<file path="config.mk">
export PLATFORM = sky130hd
export DESIGN_NAME = fifo_uart_tx
export DESIGN_NICKNAME = d
export VERILOG_FILES = /design/src/rtl/fifo_uart_pkg.sv /design/src/rtl/uart_baud_tick.sv /design/src/rtl/fifo_uart_tx.sv
export SDC_FILE = /design/constraint.sdc
export NUM_CORES = 1
export LEC_CHECK = 0
export ABC_AREA = 1
export CORE_ASPECT_RATIO = 0.5
export CORE_MARGIN = 2
export CORE_UTILIZATION = 35
export CTS_BUF_LIST = sky130_fd_sc_hd__clkbuf_16
export CTS_CLUSTER_DIAMETER = 40
export DETAILED_ROUTE_END_ITERATION = 6
export SYNTH_ARGS = -nofsm -noshare
export SYNTH_HDL_FRONTEND = slang
export SYNTH_SLANG_ARGS = --single-unit
</file>
<file path="constraint.sdc">
create_clock -name clk -period 1.5 [get_ports clk]
set_input_delay 0.3 -clock clk [delete_from_list [all_inputs] [get_ports clk]]
set_output_delay 0.3 -clock clk [all_outputs]
set_load 0.01 [all_outputs]
</file>
<file path="src/rtl/fifo_uart_pkg.sv">
// Purpose: shared state encoding and framing constants for the FIFO-fed UART transmitter.
// Latency: n/a (types and constants only).
// Backpressure: n/a.
package fifo_uart_pkg;

  typedef enum logic [2:0] {
    IDLE   = 3'd0,
    START  = 3'd1,
    DATA   = 3'd2,
    PARITY = 3'd3,
    STOP   = 3'd4
  } uart_state_t;

  localparam int   BITS_PER_BYTE = 8;
  localparam logic START_BIT     = 1'b0;
  localparam logic STOP_BIT      = 1'b1;

  // Byte counter width: enough to index every byte of a word, never narrower than one bit.
  function automatic int byte_cnt_width(input int dwidth);
    int w;
    w = $clog2(dwidth / BITS_PER_BYTE);
    return (w < 1) ? 1 : w;
  endfunction

endpackage

</file>
<file path="src/rtl/uart_baud_tick.sv">
// Purpose: bit-period timer; emits a one-cycle tick every CLKS_PER_BIT cycles.
// Latency: first tick CLKS_PER_BIT cycles after restart drops.
// Backpressure: none; restart holds the count at zero and suppresses the tick.
module uart_baud_tick #(
  parameter int CLKS_PER_BIT = 868
) (
  input  logic clk,
  input  logic reset,
  input  logic restart,
  output logic tick
);

  localparam int             CW   = (CLKS_PER_BIT > 1) ? $clog2(CLKS_PER_BIT) : 1;
  localparam logic [CW-1:0]  LAST = CW'(CLKS_PER_BIT - 1);

  logic [CW-1:0] cnt;

  // The tick lands on the last cycle of a bit period, so whoever consumes it moves on
  // exactly CLKS_PER_BIT cycles after the period began.
  assign tick = (cnt == LAST) && !restart;

  // Free-running count, reloaded on restart and on every completed period.
  always_ff @(posedge clk or negedge reset) begin
    if (!reset) begin
      cnt <= '0;
    end else if (restart || tick) begin
      cnt <= '0;
    end else begin
      cnt <= cnt + CW'(1);
    end
  end

endmodule

</file>
<file path="src/rtl/fifo_uart_tx.sv">
// Purpose: pops words from a first-word-fall-through FIFO and sends them low byte first as
//          back-to-back UART frames (8N1, or 8E1 when FIFO_UART_TX_PARITY_EN is defined).
// Latency: start bit on tx the cycle after the pop; one word = DWIDTH/8 * (10|11) * CLKS_PER_BIT.
// Backpressure: pops only from IDLE with fifo_empty low; fifo_empty is ignored while busy.
module fifo_uart_tx
  import fifo_uart_pkg::*;
#(
  parameter int DWIDTH       = 16,
  parameter int CLKS_PER_BIT = 868
) (
  input  logic              clk,
  input  logic              reset,
  input  logic [DWIDTH-1:0] fifo_dout,
  input  logic              fifo_empty,
  output logic              fifo_pop,
  output logic              tx,
  output logic              busy
);

  localparam int              NBYTES    = DWIDTH / BITS_PER_BYTE;
  localparam int              BCW       = byte_cnt_width(DWIDTH);
  localparam logic [BCW-1:0]  LAST_BYTE = BCW'(NBYTES - 1);

  uart_state_t       state;
  logic [DWIDTH-1:0] shreg;
  logic [2:0]        bit_cnt;
  logic [BCW-1:0]    byte_cnt;
  logic [7:0]        cur_byte;
  logic              tick;
  logic              restart;

  // The byte on the wire always sits in the low 8 bits; later bytes are shifted down.
  assign cur_byte = shreg[BITS_PER_BYTE-1:0];

  // Every non-IDLE state is left on a tick, which already reloads the timer, so the only
  // entry that needs an explicit reload is the one out of IDLE.
  assign restart = (state == IDLE);

  // Pop is gated by reset so the FIFO never loses a word while the block is held in reset.
  assign fifo_pop = reset && (state == IDLE) && !fifo_empty;

  uart_baud_tick #(
    .CLKS_PER_BIT(CLKS_PER_BIT)
  ) u_baud (
    .clk    (clk),
    .reset  (reset),
    .restart(restart),
    .tick   (tick)
  );

  // Frame sequencer: tx and busy are registered and updated on the edge that enters a state.
  always_ff @(posedge clk or negedge reset) begin
    if (!reset) begin
      state    <= IDLE;
      shreg    <= '0;
      bit_cnt  <= '0;
      byte_cnt <= '0;
      tx       <= STOP_BIT;
      busy     <= 1'b0;
    end else begin
      case (state)
        IDLE: begin
          if (fifo_pop) begin
            shreg    <= fifo_dout;
            byte_cnt <= '0;
            bit_cnt  <= '0;
            tx       <= START_BIT;
            busy     <= 1'b1;
            state    <= START;
          end
        end

        START: begin
          if (tick) begin
            tx    <= cur_byte[0];
            state <= DATA;
          end
        end

        DATA: begin
          if (tick) begin
            // Wraps 7 -> 0, leaving the index ready for the next byte.
            bit_cnt <= bit_cnt + 3'd1;
            if (bit_cnt == 3'd7) begin
`ifdef FIFO_UART_TX_PARITY_EN
              tx    <= ^cur_byte;
              state <= PARITY;
`else
              tx    <= STOP_BIT;
              state <= STOP;
`endif
            end else begin
              tx <= cur_byte[bit_cnt + 3'd1];
            end
          end
        end

`ifdef FIFO_UART_TX_PARITY_EN
        PARITY: begin
          if (tick) begin
            tx    <= STOP_BIT;
            state <= STOP;
          end
        end
`endif

        STOP: begin
          if (tick) begin
            if (byte_cnt == LAST_BYTE) begin
              // Word done: tx is already high; drop busy and look at the FIFO next cycle.
              byte_cnt <= '0;
              busy     <= 1'b0;
              state    <= IDLE;
            end else begin
              // Next byte follows straight on with no idle gap.
              shreg    <= shreg >> BITS_PER_BYTE;
              byte_cnt <= byte_cnt + BCW'(1);
              tx       <= START_BIT;
              state    <= START;
            end
          end
        end

        default: begin
          tx    <= STOP_BIT;
          busy  <= 1'b0;
          state <= IDLE;
        end
      endcase
    end
  end

endmodule

</file>
==> results of run 1 <==
## cells in the final DEF, fill, tap and decap left out, drive strengths merged
master          n
clkbuf          5
nand3          16
nor3            7
xor2            1
nor2           19
ha              3
buf            25
o21ai          15
clkdlybuf4s50  19
clkinv          2
dlygate4sd2     1
nor3b           2
nand2          79
dfstp           1
mux2i           8
dfrtp          34
a21oi           5
inv            22
nand4           2
o21bai          2
nand3b          2
a22oi           1
## sequential cells by signal, indices dropped and copies added, names as in the netlist
register	cells
u_baud.cnt	10
tx	1
busy	1
bit_cnt	3
byte_cnt	1
shreg	16
state	3
## routing by layer
layer | GRT usage [%] | vias to the layer above | share of wire, %
met2 | 22.6 | 34 | 45
met1 | 19.8 | 724 | 50
met4 | 5.57 | 0 | 1.4
met3 | 4.25 | 5 | 3.5
li1 | - | 812 | -
met5 | 0 | - | 0
## through the flow
step / setup slack, ns / hold slack (ns) / total power [µW] / instance area [µm²] / utilization (%)
after global placement: -0.407 / 0.454 / 3440 / 2300 / 46.1
after global routing: -0.106 / 0.490 / 5050 / 2520 / 50.5
final: -0.0491 / 0.466 / 4660 / 2520 / 50.5
after CTS: -0.0545 / 0.472 / 4600 / 2480 / 49.6
after detailed placement: -0.436 / 0.458 / 3520 / 2300 / 46.1
after floorplan: 0.00786 / 0.00441 / 2840 / 1870 / -
## cell families after synthesis
group	Yosys count	share of synthesized area (%)
buf+inv	24	6.08
fa+ha+maj	3	2.03
mux	8	4.33
simple gates	127	31.4
xor+xnor	1	0.473
flops	35	47.4
compound gates	23	8.25
## what timing repair did
| item | in CTS | in global routing |
|---|---|---|
| buffers inserted | 2 | 1 |
| endpoints found under the hold margin | 0 | 0 |
| gates resized for setup | 12 | 17 |
| hold buffers | 0 | 0 |
| pin swaps | 2 | 1 |
| endpoints found under the setup margin | 25 | 33 |
| gates cloned | 0 | 0 |
## how the worst max path moves through the flow
stage	startpoint	end	slack, ns	cells past startpoint
4_1_cts	state[0]	fifo_pop	-0.05	6
3_3_place_gp	reset	fifo_pop	-0.41	6
6_report	state[0]	fifo_pop	-0.05	6
5_1_grt	state[0]	shreg[3]	-0.11	10
3_5_place_dp	reset	fifo_pop	-0.44	6
2_1_floorplan	u_baud.cnt[0]	shreg[5]	0.008	9
## final cells by class
type,instances,area share [%]
inverter,21,3.12
clock buffer,5,4.96
tap,70,3.47
timing repair buffer,45,15.9
sequential,35,34.8
multi-input combinational,162,37.3
clock inverter,3,0.496
## worst register-to-register path, stage by stage, from the launching register on
cell and delay [ns]:
dfrtp_1 0.41, nor2_4 0.14, inv_2 0.05, nor2_4 0.12, nand2_2 0.06, buf_4 0.14
nand2_4 0.09, nand4_4 0.12, buf_12 0.18, nand2_2 0.07, o21ai_2 0.05
## power groups by stage
| stage | clock network, µW | logic, µW | registers, µW |
|---|---|---|---|
| floorplan | 0 | 1330 | 1510 |
| global placement | 0 | 1930 | 1510 |
| detailed placement | 0 | 1990 | 1520 |
| CTS | 998 | 2090 | 1510 |
| global route | 1040 | 2450 | 1560 |
| finish | 963 | 2170 | 1520 |
==> run_results.csv, run 1 <==
group,metric,value,unit
cells_and_area,area_growth_syn_to_layout,36.4,%
power,leakagePower,0.00128,µW
drt,wire_per_inst,11.7,µm
synthesis,netlist_area,1850,µm²
clock_network,root_buffer,"clkbuf_16",
sta,fin_skew,0.00589,ns
critical_path,path_cells,"nor2_4 -> inv_2 -> nor2_4 -> nand2_2 -> clkinv_1 -> buf_2",
clock_network,path_clk_slew,0.05,ns
critical_path,reg2reg_from,"state[0]",
critical_path,worst_setup_path_start_kind,"register",
power,power.density,1850,nW/µm²
global_routing,gr-total-overflow,0,
cells_and_area,multi_input_area,942,µm²
global_routing,grt_pass1_wl,6870,µm
sta,slew_headroom,70.3,%
synthesis,ys_top_cells_by_count,"73 x nand2_1, 34 x dfrtp_1, 16 x inv_1, 16 x nand3_1, 16 x nor2_1",
floorplanning,rows,18,
power,seqPwrFrac,32.7,%
place,place_inst,330,
global_routing,antenna_found_initial,0,
global_routing,grtUsageTotal,14.7,%
power,peakVddDrop,0.725,mV
critical_path,timing.rr.end,"shreg[6]",
clock_network,clockBufferDepth,2,
critical_path,worst_path_largest_cell_delay,0.41,ns
synthesis,avgSynthCellArea,8.37,µm²
floorplanning,die_y,55.4,µm
sta,min_period,1.55,ns
critical_path,ff2ff_setup_slack,-0.03,ns
power,internal-power,2880,µW
floorplanning,die_w,107,µm
synthesis,synth_top_area_cell,"dfrtp_1",
drt,via_per_inst,4.62,
cells_and_area,layout.nets,292,
worst_hold_path,min_to,"shreg[9]",
sta,timing.final.ws_setup,-0.0491,ns
worst_hold_path,hold_depth,2,
place,gp_congestion,0.839,
synthesis,synth_ff_type,"dfrtp_1",
floorplanning,dieArea,5920,µm²
floorplanning,start_util,37.0,%
global_routing,grt_max_degree,36,
global_routing,grt_pass1_vias,1503,
place,hpwl,2970,µm
power,power.share.clock,20.7,%
cells_and_area,stdcell_count,341,
job,maxCapViolations,0,
place,io_buffers,21,
drt,finalWirelength,3990,µm
synthesis,synth_edf_count,0,
cells_and_area,drive_gt1_share,27.3,%
critical_path,setup.worst_path.class,"reg2out",
drt,antenna_left,0,
clock_network,cts_tree,"done",
synthesis,ys_types,25,
clock_network,clock_sinks,35,
outcome,violations,"setup timing",
sta,period_share,103,%
synthesis,netlist_instances,221,
critical_path,crit_fanout,2,
drt,drt-initial-drc-count,42,
sta,fmax,646,MHz
sta,setup_viol,14,
cells_and_area,register_area,877,µm²
sta,hold_viol,0,
synthesis,ys_warn_count,0,
synthesis,synth.yosys.seq_area_share,47.4,%
critical_path,critPathSlowestCell,"dfrtp_1",
critical_path,r2r_cells,10,
drt,via_count,1575,
critical_path,cp.buffers_inverters,3,
power,switchingPower,1780,µW
worst_hold_path,min_from,"shreg[9]",
drt,first_pass_iters,4,
synthesis,async_flop_share,100,%
clock_network,numCtsBuffers,5,
synthesis,yosys.area.top_type_share,46.0,%
sta,tns,-0.257,ns
drt,drc,0,
synthesis,synth-seq-cells,35,
sta,slew_violations,0,
power,pwr-share-comb,46.6,%
cells_and_area,fill_cells,481,
critical_path,cp_common_cell,"nor2_4",
clock_network,clk_latency,0.28,ns
critical_path,critPathTopFamily,"flip-flops",
cells_and_area,diodes,0,
synthesis,yosys.cell_count.top_type,"nand2_1",
synthesis,synth.area.top_cells,"dfrtp_1 46%, nand2_1 15%, mux2i_1 4.3%",
worst_hold_path,hp-class,"reg2reg",
sta,rsz0062_at_grt,"true",
critical_path,crit_arrival,1.25,ns
floorplanning,coreArea,5000,µm²
floorplanning,boundaryPins,22,
sta,tightest_slew,0.446,ns
critical_path,crit_path_end_kind,"primary output",
synthesis,syn_nets,243,
power,switching_share,38.2,%
critical_path,cp_data_required_time,1.20,ns
outcome,status,"finished, violations left",
clock_network,htreeDepth,2,
Power figures use the tool's default switching activity.
==> run 2, diff against run 1 <==
SYNTH_HIERARCHICAL = 1   (was not set)
==> run 2 against run 1 <==
Net effect:
- power decreased by 0.46%
- sequential cell count unchanged
- count of clock-buffer cells in the layout unchanged
- synthesized area increased by 1.2%
- the flow still finishes with violations (setup timing)
- sequential share of layout area decreased by 2.2 points
- largest power group unchanged
==> run_results.csv, run 2 <==
group,metric,value,unit
synthesis,avgSynthCellArea,8.36,µm²
global_routing,use_met2,25.4,%
clock_network,cts_tree,"done",
cells_and_area,final_util,53.5,%
synthesis,ys_warn_count,6,
clock_network,numCtsBuffers,5,
drt,drc,0,
synthesis,synth_compound_area_share,6.81,%
drt,antenna_left,0,
global_routing,use_met3,3.51,%
critical_path,critPathSlowestCell,"dfrtp_1",
global_routing,grt_pass1_wl,7110,µm
power,leakagePower,0.00137,µW
drt,via_count,1638,
global_routing,grtUsageTotal,15.2,%
global_routing,antenna_found_initial,0,
synthesis,synth_fa_ha_area_share,2.00,%
floorplanning,die_w,107,µm
clock_network,clk_latency,0.28,ns
floorplanning,start_util,37.1,%
global_routing,grt_use_met1,19.5,%
power,pwr-share-comb,44.4,%
place,io_buffers,21,
critical_path,cp.buffers_inverters,2,
synthesis,synth.area.top_cells,"dfrtp_1 45%, nand2_1 14%, inv_1 5.0%",
synthesis,ys_top_cells_by_count,"72 x nand2_1, 34 x dfrtp_1, 25 x inv_1, 15 x nand3_1, 15 x nor2_1",
sta,fmax,608,MHz
sta,min_period,1.65,ns
sta,rsz0062_at_grt,"true",
clock_network,htreeDepth,2,
power,peakVddDrop,0.703,mV
cells_and_area,diodes,0,
power,internal-power,2920,µW
drt,drt-initial-drc-count,59,
synthesis,netlist_area,1870,µm²
synthesis,synth_ff_type,"dfrtp_1",
synthesis,synth-seq-cells,35,
sta,hold_viol,0,
job,maxCapViolations,0,
synthesis,yosys.area.top_type_share,45.4,%
global_routing,grt_max_degree,36,
outcome,status,"finished, violations left",
clock_network,root_buffer,"clkbuf_16",
synthesis,synth.yosys.seq_area_share,46.8,%
cells_and_area,largest_reg_flops,16,
power,power.density,1720,nW/µm²
critical_path,worst_setup_path_start_kind,"register",
synthesis,synth-xor-area-share,1.87,%
drt,first_pass_iters,4,
critical_path,crit_arrival,1.81,ns
critical_path,path_cells,"ha_2 -> nand2_2 -> nor2_2 -> nand3_2 -> nor2_4 -> inv_2 -> nand3_4 -> buf_12 -> nand3_4 -> nand2_2 -> o21ai_2",
cells_and_area,final_area,2700,µm²
critical_path,crit_fanout,6,
floorplanning,rows,18,
synthesis,yosys.area_share.simple,31.6,%
drt,finalWirelength,4350,µm
power,switchingPower,1720,µW
synthesis,synth_edf_count,0,
floorplanning,boundaryPins,22,
cells_and_area,area_growth_syn_to_layout,44.2,%
power,power.share.clock,24.9,%
critical_path,cp_data_required_time,1.67,ns
worst_hold_path,hp-class,"reg2reg",
sta,slew_violations,0,
floorplanning,die_y,55.7,µm
synthesis,netlist_instances,224,
synthesis,syn_nets,246,
sta,timing.hold.ws,0.473,ns
power,switching_share,37.0,%
critical_path,critPathTopFamily,"simple AND/OR/NAND/NOR gates",
sta,timing.final.ws_setup,-0.146,ns
synthesis,synth_top_area_cell,"dfrtp_1",
place,gp_congestion,0.797,
synthesis,synth_mux_area_share,4.28,%
sta,slew_headroom,70.5,%
place,hpwl,3040,µm
drt,wire_per_inst,12.3,µm
sta,period_share,110,%
cells_and_area,mostFrequentLayoutCells,"65 x nand2_1, 33 x dfrtp_1, 26 x buf_4",
cells_and_area,final_common_cell,"nand2_1",
sta,setup_viol,25,
cells_and_area,regMostFlops,"shreg",
clock_network,clock_sinks,35,
floorplanning,coreArea,5040,µm²
clock_network,clockBufferDepth,2,
cells_and_area,reg_top3,"shreg x16, u_baud/cnt x10",
sta,fin_skew,0.00493,ns
synthesis,yosys.cell_count.top_type,"nand2_1",
synthesis,ys_types,27,
critical_path,setup.worst_path.class,"reg2reg",
critical_path,worst_path_largest_cell_delay,0.36,ns
clock_network,path_clk_slew,0.06,ns
drt,via_per_inst,4.61,
synthesis,synth_top_family_by_area,"simple AND/OR/NAND/NOR gates",
cells_and_area,drive_gt1_share,27.4,%
power,seqPwrFrac,30.7,%
floorplanning,dieArea,5990,µm²
sta,tightest_slew,0.443,ns
cells_and_area,layout.nets,306,
global_routing,gr-total-overflow,0,
global_routing,grt_busiest_layer,"met2",
synthesis,async_flop_share,100,%
outcome,violations,"setup timing",
critical_path,crit_path_end_kind,"register",
global_routing,grt_pass1_vias,1584,
place,placed_area,2390,µm²
run 2: layout make-up:
class | instances | area [µm²]
Timing Repair Buffer | 52 | 479
Multi-Input combinational cell | 163 | 990
Sequential cell | 35 | 878
Clock buffer | 5 | 125
Inverter | 27 | 101
Tap cell | 70 | 87.6
Fill cell | 473 | 2340
Clock inverter | 3 | 38.8
run 2: per-stage QoR:
step / total power, µW / setup slack, ns / setup TNS (ns) / instances
after floorplan: 2560 / -0.144 / -2.08 / 224
after global placement: 3120 / -0.386 / -5.84 / 341
after detailed placement: 3170 / -0.396 / -6.63 / 341
after CTS: 4470 / -0.150 / -2.78 / 351
after global routing: 4960 / -0.263 / -5.77 / 355
final: 4640 / -0.146 / -2.68 / 355
run 2: worst min-delay path: stages (launching register included):
cell	delay (ns)
dfrtp_1	0.34
nand2_1	0.05
nand2_1	0.05
run 2: power by group through the flow:
stage	Combinational [µW]	Clock (µW)	Sequential, µW
floorplan	1120	0	1450
global placement	1700	0	1420
detailed placement	1740	0	1430
CTS	1880	1180	1420
global route	2260	1240	1460
finish	2060	1150	1420
run 2: kinds of logic (layout without fill, tap and decap cells):
family | after synthesis | after routing
muxes | 8 | 8
DFF | 35 | 35
xor gates and xnor gates | 4 | 4
buffers and inverters | 29 | 87
AOI/OAI and AO/OA | 22 | 22
adders and majority gates | 3 | 3
and+or+nand+nor | 123 | 126
run 2: repair_timing:
item / CTS / global route
hold buffers: 0 / 0
setup buffers: 1 / 2
gates cloned: 1 / 2
resized for setup: 16 / 11
setup endpoints to repair: 27 / 26
pin swaps: 7 / 2
run 2: path summary, 6_finish.rpt:
path	end	depth (start not counted)	from	slack [ns]
worst max-delay path	shreg[6]	11	u_baud/cnt[0]	-0.15
worst min-delay path	shreg[12]	2	shreg[12]	0.47
worst max register to register	shreg[6]	11	u_baud/cnt[0]	-0.15
worst min register to register	shreg[12]	2	shreg[12]	0.47
max in group asynchronous	tx	2	reset	0.67
min in group asynchronous	byte_cnt	2	reset	0.48
run 2: layer usage:
layer | vias to the layer above | wire (µm)
met1 | 770 | 2070
met2 | 21 | 2110
met5 | - | 0
met3 | 5 | 112
met4 | 0 | 55
li1 | 842 | -
